==> src/rtl/kp_pkg.sv <==
// kp_pkg: shared definitions for the keypad entry front-end.
//   - key codes produced by the keypad decoder (0-9 are digits)
//   - controller states and error codes
//   - small helper to classify digit codes
package kp_pkg;

  localparam logic [3:0] KEY_NEG  = 4'hA;
  localparam logic [3:0] KEY_BKSP = 4'hB;
  localparam logic [3:0] KEY_CLR  = 4'hC;
  localparam logic [3:0] KEY_DONE = 4'hD;
  localparam logic [3:0] KEY_ENT  = 4'hE;
  localparam logic [3:0] KEY_NONE = 4'hF;

  typedef enum logic {
    S_ENTRY,
    S_DRAIN
  } state_t;

  typedef enum logic [1:0] {
    ERR_NONE   = 2'b00,
    ERR_DIGITS = 2'b01,
    ERR_FULL   = 2'b10,
    ERR_RANGE  = 2'b11
  } err_code_t;

  function automatic logic is_digit(input logic [3:0] code);
    return code <= 4'd9;
  endfunction

endpackage

==> src/rtl/key_debounce.sv <==
// key_debounce: turns the raw decoded key code into single press events.
//   clock     in   system clock
//   reset     in   async, active-high
//   key_code  in   decoder output (F = no key)
//   evt       out  1-cycle pulse, one per accepted press
//   evt_code  out  key code that produced the event (valid with evt)
// A code must be seen on HOLD_CYCLES consecutive edges to count. A press
// fires only while armed; arming requires F held for HOLD_CYCLES edges, so a
// long hold or a direct switch between keys produces no extra events.
module key_debounce
  import kp_pkg::*;
#(
  parameter int unsigned HOLD_CYCLES = 4
) (
  input  logic       clock,
  input  logic       reset,
  input  logic [3:0] key_code,
  output logic       evt,
  output logic [3:0] evt_code
);

  localparam int unsigned RW = $clog2(HOLD_CYCLES + 1);
  localparam logic [RW-1:0] RUN_LAST = RW'(HOLD_CYCLES - 1);
  localparam logic [RW-1:0] RUN_FULL = RW'(HOLD_CYCLES);

  logic [3:0]    prev;
  logic [RW-1:0] run;
  logic          armed;
  logic          same;
  logic          reached;

  assign same    = (key_code == prev);
  // This edge is the HOLD_CYCLES-th consecutive sample of the same code.
  assign reached = same && (run == RUN_LAST);

  always_ff @(posedge clock or posedge reset) begin
    if (reset) begin
      prev     <= KEY_NONE;
      run      <= '0;
      armed    <= 1'b0;
      evt      <= 1'b0;
      evt_code <= '0;
    end else begin
      evt <= 1'b0;
      if (!same) begin
        prev <= key_code;
        run  <= RW'(1);
      end else if (run != RUN_FULL) begin
        run <= run + RW'(1);
      end
      if (reached) begin
        if (key_code == KEY_NONE) begin
          armed <= 1'b1;
        end else if (armed) begin
          evt      <= 1'b1;
          evt_code <= key_code;
          armed    <= 1'b0;
        end
      end
    end
  end

endmodule

==> src/rtl/keypad_entry_fifo.sv <==
// keypad_entry_fifo: keypad front-end for the linear-regression core.
// Debounced key events build signed multi-digit decimal operands which are
// committed into a DEPTH-entry FIFO; DONE drains the FIFO and then pulses
// input_done.
//   clock         in   system clock
//   reset         in   async, active-high
//   key_code      in   decoder output: 0-9 digit, A neg, B bksp, C clear,
//                      D done, E enter, F none
//   out_data      out  FIFO head operand (two's complement, 0 when empty)
//   out_valid     out  FIFO not empty
//   out_ready     in   consumer takes the head when out_valid
//   input_done    out  1-cycle pulse once DONE is accepted and FIFO drained
//   entry_mag     out  magnitude of the operand being typed
//   entry_neg     out  sign of the operand being typed
//   entry_digits  out  digits typed so far
//   count         out  FIFO occupancy
//   err           out  sticky error flag (cleared by C)
//   err_code      out  last error: 01 digit limit, 10 FIFO full, 11 range
module keypad_entry_fifo
  import kp_pkg::*;
#(
  parameter int unsigned ELEM_WIDTH  = 12,
  parameter int unsigned MAX_DIGITS  = 3,
  parameter int unsigned DEPTH       = 8,
  parameter int unsigned HOLD_CYCLES = 4
) (
  input  logic                              clock,
  input  logic                              reset,
  input  logic [3:0]                        key_code,
  output logic [ELEM_WIDTH-1:0]             out_data,
  output logic                              out_valid,
  input  logic                              out_ready,
  output logic                              input_done,
  output logic [ELEM_WIDTH-2:0]             entry_mag,
  output logic                              entry_neg,
  output logic [$clog2(MAX_DIGITS+1)-1:0]   entry_digits,
  output logic [$clog2(DEPTH+1)-1:0]        count,
  output logic                              err,
  output logic [1:0]                        err_code
);

  localparam int unsigned DW = $clog2(MAX_DIGITS + 1);
  localparam int unsigned CW = $clog2(DEPTH + 1);
  localparam int unsigned PW = $clog2(DEPTH);
  localparam int unsigned MW = ELEM_WIDTH - 1;
  // Wide enough for mag*10+9 without overflow.
  localparam int unsigned XW = ELEM_WIDTH + 4;

  localparam logic [XW-1:0] MAG_MAX    = XW'((2 ** (ELEM_WIDTH - 1)) - 1);
  localparam logic [DW-1:0] DIGITS_MAX = DW'(MAX_DIGITS);
  localparam logic [CW-1:0] COUNT_FULL = CW'(DEPTH);

  // Debounced key events
  logic       evt;
  logic [3:0] evt_code;

  key_debounce #(
    .HOLD_CYCLES (HOLD_CYCLES)
  ) u_debounce (
    .clock    (clock),
    .reset    (reset),
    .key_code (key_code),
    .evt      (evt),
    .evt_code (evt_code)
  );

  // Controller / entry accumulator state
  state_t          state, state_next;
  logic [MW-1:0]   mag, mag_next;
  logic            neg, neg_next;
  logic [DW-1:0]   digits, digits_next;
  logic            err_q, err_next;
  err_code_t       code_q, code_next;
  logic            done_next;

  // FIFO
  logic [ELEM_WIDTH-1:0] mem [DEPTH];
  logic [PW-1:0]         wr_ptr;
  logic [PW-1:0]         rd_ptr;
  logic                  full;
  logic                  push;
  logic                  pop;
  logic [ELEM_WIDTH-1:0] push_data;
  logic [ELEM_WIDTH-1:0] mag_ext;
  logic [XW-1:0]         appended;

  // Full is taken from the pre-pop count, so a pop in the same cycle does
  // not make room for a push.
  assign full      = (count == COUNT_FULL);
  assign out_valid = (count != '0);
  assign pop       = out_valid && out_ready;
  assign out_data  = out_valid ? mem[rd_ptr] : '0;

  assign mag_ext   = {1'b0, mag};
  assign push_data = neg ? -mag_ext : mag_ext;
  assign appended  = XW'(mag) * XW'(10) + XW'(evt_code);

  assign entry_mag    = mag;
  assign entry_neg    = neg;
  assign entry_digits = digits;
  assign err          = err_q;
  assign err_code     = code_q;

  always_comb begin
    state_next  = state;
    mag_next    = mag;
    neg_next    = neg;
    digits_next = digits;
    err_next    = err_q;
    code_next   = code_q;
    done_next   = 1'b0;
    push        = 1'b0;

    case (state)
      S_ENTRY: begin
        if (evt) begin
          if (is_digit(evt_code)) begin
            if (digits == DIGITS_MAX) begin
              err_next  = 1'b1;
              code_next = ERR_DIGITS;
            end else if (appended > MAG_MAX) begin
              err_next  = 1'b1;
              code_next = ERR_RANGE;
            end else begin
              mag_next    = MW'(appended);
              digits_next = digits + DW'(1);
            end
          end else begin
            case (evt_code)
              KEY_NEG: begin
                if (digits != '0) neg_next = !neg;
              end
              KEY_BKSP: begin
                if (digits != '0) begin
                  mag_next    = mag / MW'(10);
                  digits_next = digits - DW'(1);
                  if (digits == DW'(1)) neg_next = 1'b0;
                end
              end
              KEY_CLR: begin
                mag_next    = '0;
                neg_next    = 1'b0;
                digits_next = '0;
                err_next    = 1'b0;
                code_next   = ERR_NONE;
              end
              KEY_ENT, KEY_DONE: begin
                // DONE commits a pending entry exactly like ENTER; a
                // rejected commit keeps DONE from starting the drain.
                if (digits != '0) begin
                  if (full) begin
                    err_next  = 1'b1;
                    code_next = ERR_FULL;
                  end else begin
                    push        = 1'b1;
                    mag_next    = '0;
                    neg_next    = 1'b0;
                    digits_next = '0;
                  end
                end
                if (evt_code == KEY_DONE && (digits == '0 || !full)) begin
                  state_next = S_DRAIN;
                end
              end
              default: ;
            endcase
          end
        end
      end
      S_DRAIN: begin
        if (count == '0) begin
          done_next  = 1'b1;
          state_next = S_ENTRY;
        end
      end
      default: state_next = S_ENTRY;
    endcase
  end

  always_ff @(posedge clock or posedge reset) begin
    if (reset) begin
      state      <= S_ENTRY;
      mag        <= '0;
      neg        <= 1'b0;
      digits     <= '0;
      err_q      <= 1'b0;
      code_q     <= ERR_NONE;
      input_done <= 1'b0;
    end else begin
      state      <= state_next;
      mag        <= mag_next;
      neg        <= neg_next;
      digits     <= digits_next;
      err_q      <= err_next;
      code_q     <= code_next;
      input_done <= done_next;
    end
  end

  always_ff @(posedge clock or posedge reset) begin
    if (reset) begin
      wr_ptr <= '0;
      rd_ptr <= '0;
      count  <= '0;
    end else begin
      if (push) wr_ptr <= wr_ptr + PW'(1);
      if (pop)  rd_ptr <= rd_ptr + PW'(1);
      case ({push, pop})
        2'b10:   count <= count + CW'(1);
        2'b01:   count <= count - CW'(1);
        default: count <= count;
      endcase
    end
  end

  // Storage needs no reset: out_data is masked while the FIFO is empty.
  always_ff @(posedge clock) begin
    if (push) mem[wr_ptr] <= push_data;
  end

endmodule
==> config.mk <==
export PLATFORM = sky130hd
export DESIGN_NAME = keypad_entry_fifo
export DESIGN_NICKNAME = d
export VERILOG_FILES = /design/src/rtl/kp_pkg.sv /design/src/rtl/key_debounce.sv /design/src/rtl/keypad_entry_fifo.sv
export SDC_FILE = /design/constraint.sdc
export NUM_CORES = 1
export LEC_CHECK = 0
export ABC_AREA = 1
export CAP_MARGIN = 20
export CORE_MARGIN = 2
export CORE_UTILIZATION = 25
export CTS_CLUSTER_SIZE = 40
export DETAILED_ROUTE_END_ITERATION = 8
export SETUP_SLACK_MARGIN = 0.1
export SYNTH_ARGS = -nofsm -noshare
export SYNTH_HDL_FRONTEND = slang
export SYNTH_SLANG_ARGS = --single-unit
==> constraint.sdc <==
create_clock -name clock -period 6.7 [get_ports clock]
set_input_delay 1.34 -clock clock [delete_from_list [all_inputs] [get_ports clock]]
set_output_delay 1.34 -clock clock [all_outputs]
set_load 0.005 [all_outputs]
==> impl_metrics.yaml, run 1 <==
outcome:
  status: "completed"
global_routing:
  grtUsageTotal_pct: 11.9
  grt_pass1_vias: 5384
  grt_pass1_wl_um: 28500
  grt_overflow: 0
  antenna_found_initial: 0
  grt_max_degree: 50
sta:
  holdWs_ns: 0.499
  setup_ws_ns: 2.09
  fin_worst_skew_ns: 0.0258
  rsz0062_at_grt: "no"
  tns_ns: 0
  period_needed_ns: 4.61
  finalMaxSlewViolations: 0
  worst_pin_slew_ns: 0.930
  hold_viol: 0
  setup_viol: 0
  fin_crit_sh_pct: 68.8
  slew_headroom_pct: 37.9
  fmax_mhz: 217
setup_path:
  cpPeakStageDelay_ns: 0.78
  crit_buf_inv: 2
  cp_slowest_cell: "inv_1"
  path_cells: "inv_1 > o21ai_0 > o22ai_1 > o21ai_0 > a31oi_1 > clkdlybuf4s50_1"
  endpoint_kind: "primary output"
  start_kind: "flip-flop"
  cp_common_cell: "o21ai_0"
  cp_top_family: "buffers and inverters"
  critPathKind: "reg2out"
  arrival_ns: 3.27
  worstPathRequired_ns: 5.36
  critPathMaxFanout: 26
worst_hold_path:
  hold_path_class: "reg2reg"
synth:
  syn_avg_cell_area_um2: 9.54
  ys_seq_elements: 138
  synth.top_cells.by_count: "nor2_1 (105), nand2_1 (97), edfxtp_1 (96)"
  synth_area_leader_cell: "edfxtp_1"
  yosysSeqAreaShare_pct: 54.7
  synth-edff-count: 96
  synth_area_leaders: "edfxtp_1 (40%), dfrtp_1 (13%), ha_1 (5.9%)"
  syn_nets: 799
  synth_cell_type_count: 43
  synth_warnings: 0
  async_flop_share_pct: 30.4
  synthCells: 755
  synth-main-ff-cell: "edfxtp_1"
  netlist_area_um2: 7210
  synth.most_common_cell: "nor2_1"
  synth_top_area_share_pct: 40.0
place:
  dp_hpwl_um: 12000
  dp_slack_ns: 2.58
  gp_congestion: 0.858
  io_buffers: 41
cts:
  root_buffer: "clkbuf_16"
  cts_setup_buffers: 0
  htree_levels: 4
  ctsResizeCount: 0
  clock_latency_ns: 0.43
  clock_sinks: 138
  clk_path_buf_depth: 2
  cts_tree: "done"
  postCtsHoldBufs: 0
  clk_pin_slew_ns: 0.06
  cts_made_buffers: 17
drt:
  vias: 5400
  ant_nets: 0
  drc_errors: 0
  drtIter0Drc: 338
  viasPerCell: 4.51
  wl_per_cell_um: 14.6
  firstDrtPassIters: 5
  routed_wl_um: 17400
floorplan:
  rows: 62
  io_pins: 42
  initial_utilization_pct: 25.2
  die_w_um: 174
  fp.dieArea_um2: 30200
  coreArea_um2: 28500
  fp.dieH_um: 174
final_layout:
  syn2layout_area_growth_pct: 20.6
  n_antenna_cell: 0
  fillCellCount: 3005
  drive_gt1_share_pct: 10.7
  layout.nets: 844
pwr:
  p_total_mw: 2.78
  p_leak_nw: 3.64
  ir_worst_vdd_mv: 0.142
  power.density_nw_per_um2: 319
job:
  maxCapViolCount: 0
[report_power, final]
group	switching [mW]	internal [mW]	total (mW)
clock	0.426	0.503	0.928
sequential	0.0630	0.950	1.01
combinational	0.469	0.365	0.834
[routing by layer]
layer	vias to the layer above	global-route usage [%]	wire (um)
met5	-	0	0
met2	116	19.6	8300
li1	2697	-	-
met3	17	3.00	794
met4	0	3.64	244
met1	2570	15.5	8090
[final timing paths]
check                                   to  cells after the start  slack [ns]    startpoint
max in group asynchronous    entry_mag[10]                      2        4.65         reset
min in group asynchronous         count[0]                      2        1.46         reset
max                            out_data[3]                      6        2.09     rd_ptr[1]
max reg2reg                entry_digits[1]                     18        2.84  entry_mag[0]
min                                    err                      2        0.50           err
min reg2reg                            err                      2        0.50           err
[layout by cell type (no fill, tap or decap), types with 18 or more instances in the layout]
cell type          n
ha_1              34
inv_1             71
nand2_1           97
edfxtp_1          96
nor2_1           105
clkdlybuf4s50_1   41
dfrtp_1           38
a21oi_1           21
nand3_1           36
xor2_1            18
o21ai_1           18
o21ai_0           77
[area by class of cell]
type / count / area, um2 / share of cell area (%)
clock inverters: 15 / 170 / 1.96
clock buffers: 17 / 425 / 4.90
repair buffers: 52 / 497 / 5.72
multi-input cells: 511 / 2870 / 33.1
inverters: 80 / 303 / 3.49
flip-flops and latches: 138 / 3940 / 45.3
well taps: 384 / 480 / 5.53
[tightest hold or removal path, cell delays in order (launching register included)]
cell and delay [ns]:
dfrtp_1 0.35, nand2_1 0.05, nand2_1 0.06
[state kept, by name, indices dropped and copies added (netlist names)]
| name | flops |
|---|---|
| u_debounce.evt_code | 4 |
| err | 1 |
| u_debounce.prev | 4 |
| entry_neg | 1 |
| rd_ptr | 3 |
| input_done | 1 |
| count | 4 |
| entry_mag | 11 |
| wr_ptr | 3 |
| mem | 96 |
| state | 1 |
| err_code | 2 |
| u_debounce.armed | 1 |
| entry_digits | 2 |
| u_debounce.evt | 1 |
| u_debounce.run | 3 |
[cell families (layout without fill, tap and decap cells)]
logic type / after synthesis / in the layout / synth area share (%)
AO/OA/AOI/OAI: 164 / 164 / 12.7
AND/OR/NAND/NOR: 288 / 288 / 17.6
XOR/XNOR: 21 / 21 / 2.55
multiplexers: 1 / 1 / 0.191
flip-flops: 138 / 138 / 54.7
buffers and inverters: 106 / 164 / 5.61
adder cells (fa/ha/maj): 37 / 37 / 6.74
[per-stage QoR]
step                      cell area [um2]  cells  utilization [%]
after floorplan                      7210    755                -
after global placement               8080   1164             28.3
after detailed placement             8090   1165             28.3
after CTS                            8690   1197             30.4
after global routing                 8690   1197             30.4
final                                8690   1197             30.4
(Power assumes the default switching activity.)
==> run 2, diff against run 1 <==
- clock period: 6.7 -> 4 ns (I/O delays scaled with it)
==> run 2 against run 1 <==
Routed wire length decreased by 5.0%. Sequential share of layout area decreased by 0.37 points. Clock-buffer cell count unchanged. Sequential power increased by 63%. Critical path type is now reg2reg.
==> impl_metrics.yaml, run 2 (synthesis gave the netlist of run 1 again) <==
final_layout:
  final_common_cell: "nor2_1"
  syn2layout_area_growth_pct: 21.5
  regMostFlops: "mem"
  stdcell_count: 1203
  fillCellCount: 2987
  largest_reg_flops: 96
  layout.nets: 850
  ff_latch_area_um2: 3940
  n_antenna_cell: 0
  drive_gt1_share_pct: 11.4
  layout_common_cells: "nor2_1 (105), nand2_1 (97), edfxtp_1 (96)"
  multiInputGateArea_um2: 2870
global_routing:
  antenna_found_initial: 0
  met2_usage_pct: 19.5
  grtUsageMet3_pct: 2.41
  busiest_layer: "met2"
  use_met1_pct: 14.4
  grtUsageTotal_pct: 11.4
  grt_pass1_vias: 5173
  grt_overflow: 0
  grt_max_degree: 50
  grt_pass1_wl_um: 27200
sta:
  setup_ws_ns: 0.545
  tns_ns: 0
  hold_viol: 0
  worst_pin_slew_ns: 0.973
  fin_worst_skew_ns: 0.0122
  rsz0062_at_grt: "no"
  fmax_mhz: 289
  finalMaxSlewViolations: 0
  fin_crit_sh_pct: 86.4
  setup_viol: 0
  slew_headroom_pct: 34.5
  period_needed_ns: 3.46
setup_path:
  critPathKind: "reg2reg"
  cp_top_family: "simple AND/OR/NAND/NOR gates"
  cpPeakStageDelay_ns: 0.49
  start_kind: "flip-flop"
  ff2ff_setup_slack_ns: 0.54
  cp_slowest_cell: "dfrtp_1"
  regToRegEndpoint: "entry_digits[1]"
  rr_startpoint: "entry_mag[1]"
  cp.depth: 19
  endpoint_kind: "flip-flop"
  critPathMaxFanout: 14
  crit_end: "entry_digits[1]"
  cp_common_cell: "nand2_1"
  arrival_ns: 3.80
  crit_buf_inv: 3
  path_cells: "ha_1 > ha_1 > inv_1 > fa_1 > xnor2_1 > inv_1 > nor2_1 > nand3_1 > nor2_1 > nand2_1 > o22ai_1 > nand2_1 > nand2_1 > nand4_1 > nand2_1 > nand2_1 > inv_1 > o211ai_1 > o21ai_1"
  worstPathRequired_ns: 4.34
  crit_path_start: "entry_mag[1]"
  r2r_cells: 19
drt:
  drc_errors: 0
  wl_per_cell_um: 13.8
  drtIter0Drc: 303
  routed_wl_um: 16600
  viasPerCell: 4.42
  vias: 5321
  ant_nets: 0
  firstDrtPassIters: 5
pwr:
  seqPwrFrac_pct: 34.6
  switching_share_pct: 33.1
  p_sw_mw: 1.58
  combinationalPowerShare_pct: 30.8
  p_total_mw: 4.77
  p_int_mw: 3.19
  power.density_nw_per_um2: 544
  p_clk_share_pct: 34.6
  ir_worst_vdd_mv: 0.302
  p_leak_nw: 3.68
cts:
  clk_pin_slew_ns: 0.07
  cts_tree: "done"
  clk_path_buf_depth: 2
  root_buffer: "clkbuf_16"
  postCtsHoldBufs: 0
  cts_made_buffers: 17
  htree_levels: 4
  clock_sinks: 138
  ctsResizeCount: 0
  cts_setup_buffers: 0
  clock_latency_ns: 0.42
place:
  dp_slack_ns: 0.589
  dp_hpwl_um: 11500
  placed_cells: 1171
  io_buffers: 41
  gp_congestion: 0.844
floorplan:
  initial_utilization_pct: 25.2
  rows: 62
  fp.dieH_um: 174
  io_pins: 42
  fp.dieArea_um2: 30200
  die_w_um: 174
  coreArea_um2: 28500
outcome:
  status: "completed"
worst_hold_path:
  hold_path_class: "reg2reg"
job:
  maxCapViolCount: 0
## run 2: cell types whose count changed in the layout (fill, tap and decap cells not counted)
cell	delta
clkinv_8	-2
buf_6	-1
inv_8	+1
clkinv_4	+1
bufinv_16	+2
buf_4	+7
inv_6	-2
## run 2: tightest hold or removal path, stage by stage (launching register included)
cell and delay [ns]:
dfrtp_1 0.35, nand2_1 0.05, nand2_1 0.06
## run 2: power by group through the flow
stage	Combinational [mW]	Sequential (mW)	Clock, mW
after floorplan	0.865	1.68	0
after CTS	1.49	1.65	1.68
final	1.47	1.65	1.65
after global placement	1.47	1.68	0
after detailed placement	1.49	1.68	0
after global routing	1.67	1.66	1.74
## run 2: how the worst min path moves through the flow
stage / start / to / slack (ns) / cells past startpoint
after floorplan: err / err / 0.47 / 2
after global placement: err / err / 0.48 / 2
after detailed placement: err / err / 0.47 / 2
after CTS: err / err / 0.49 / 2
after global routing: err_code[0] / err_code[0] / 0.52 / 2
final: err / err / 0.49 / 2
## run 2: metrics by stage
stage               hold slack, ns  area, um2  utilization, %
detailed placement           0.474       8130            28.5
CTS                          0.495       8760            30.7
global placement             0.479       8130            28.5
floorplan                    0.474       7210               -
finish                       0.489       8760            30.7
global route                 0.524       8760            30.7
## run 2: cell type report
cell class	instances	area share, %
clock inverter	15	2.29
multi-input combinational	511	32.8
clock buffer	17	4.86
timing repair buffer	58	6.14
sequential	138	45.0
inverter	80	3.46
tap	384	5.49
## run 2: routing by layer
| metal | vias to the layer above | part of all wire, % |
|---|---|---|
| met5 | - | 0 |
| met4 | 0 | 0.97 |
| met3 | 13 | 3.9 |
| met2 | 86 | 49 |
| met1 | 2514 | 46 |
| li1 | 2708 | - |
==> run 3, diff against run 2 <==
- GPL_ROUTABILITY_DRIVEN: not set -> 0
- HOLD_SLACK_MARGIN: not set -> 0.06
==> results of run 3 <==
Same layout as run 2: the final DEF is identical, and so are final timing and power.
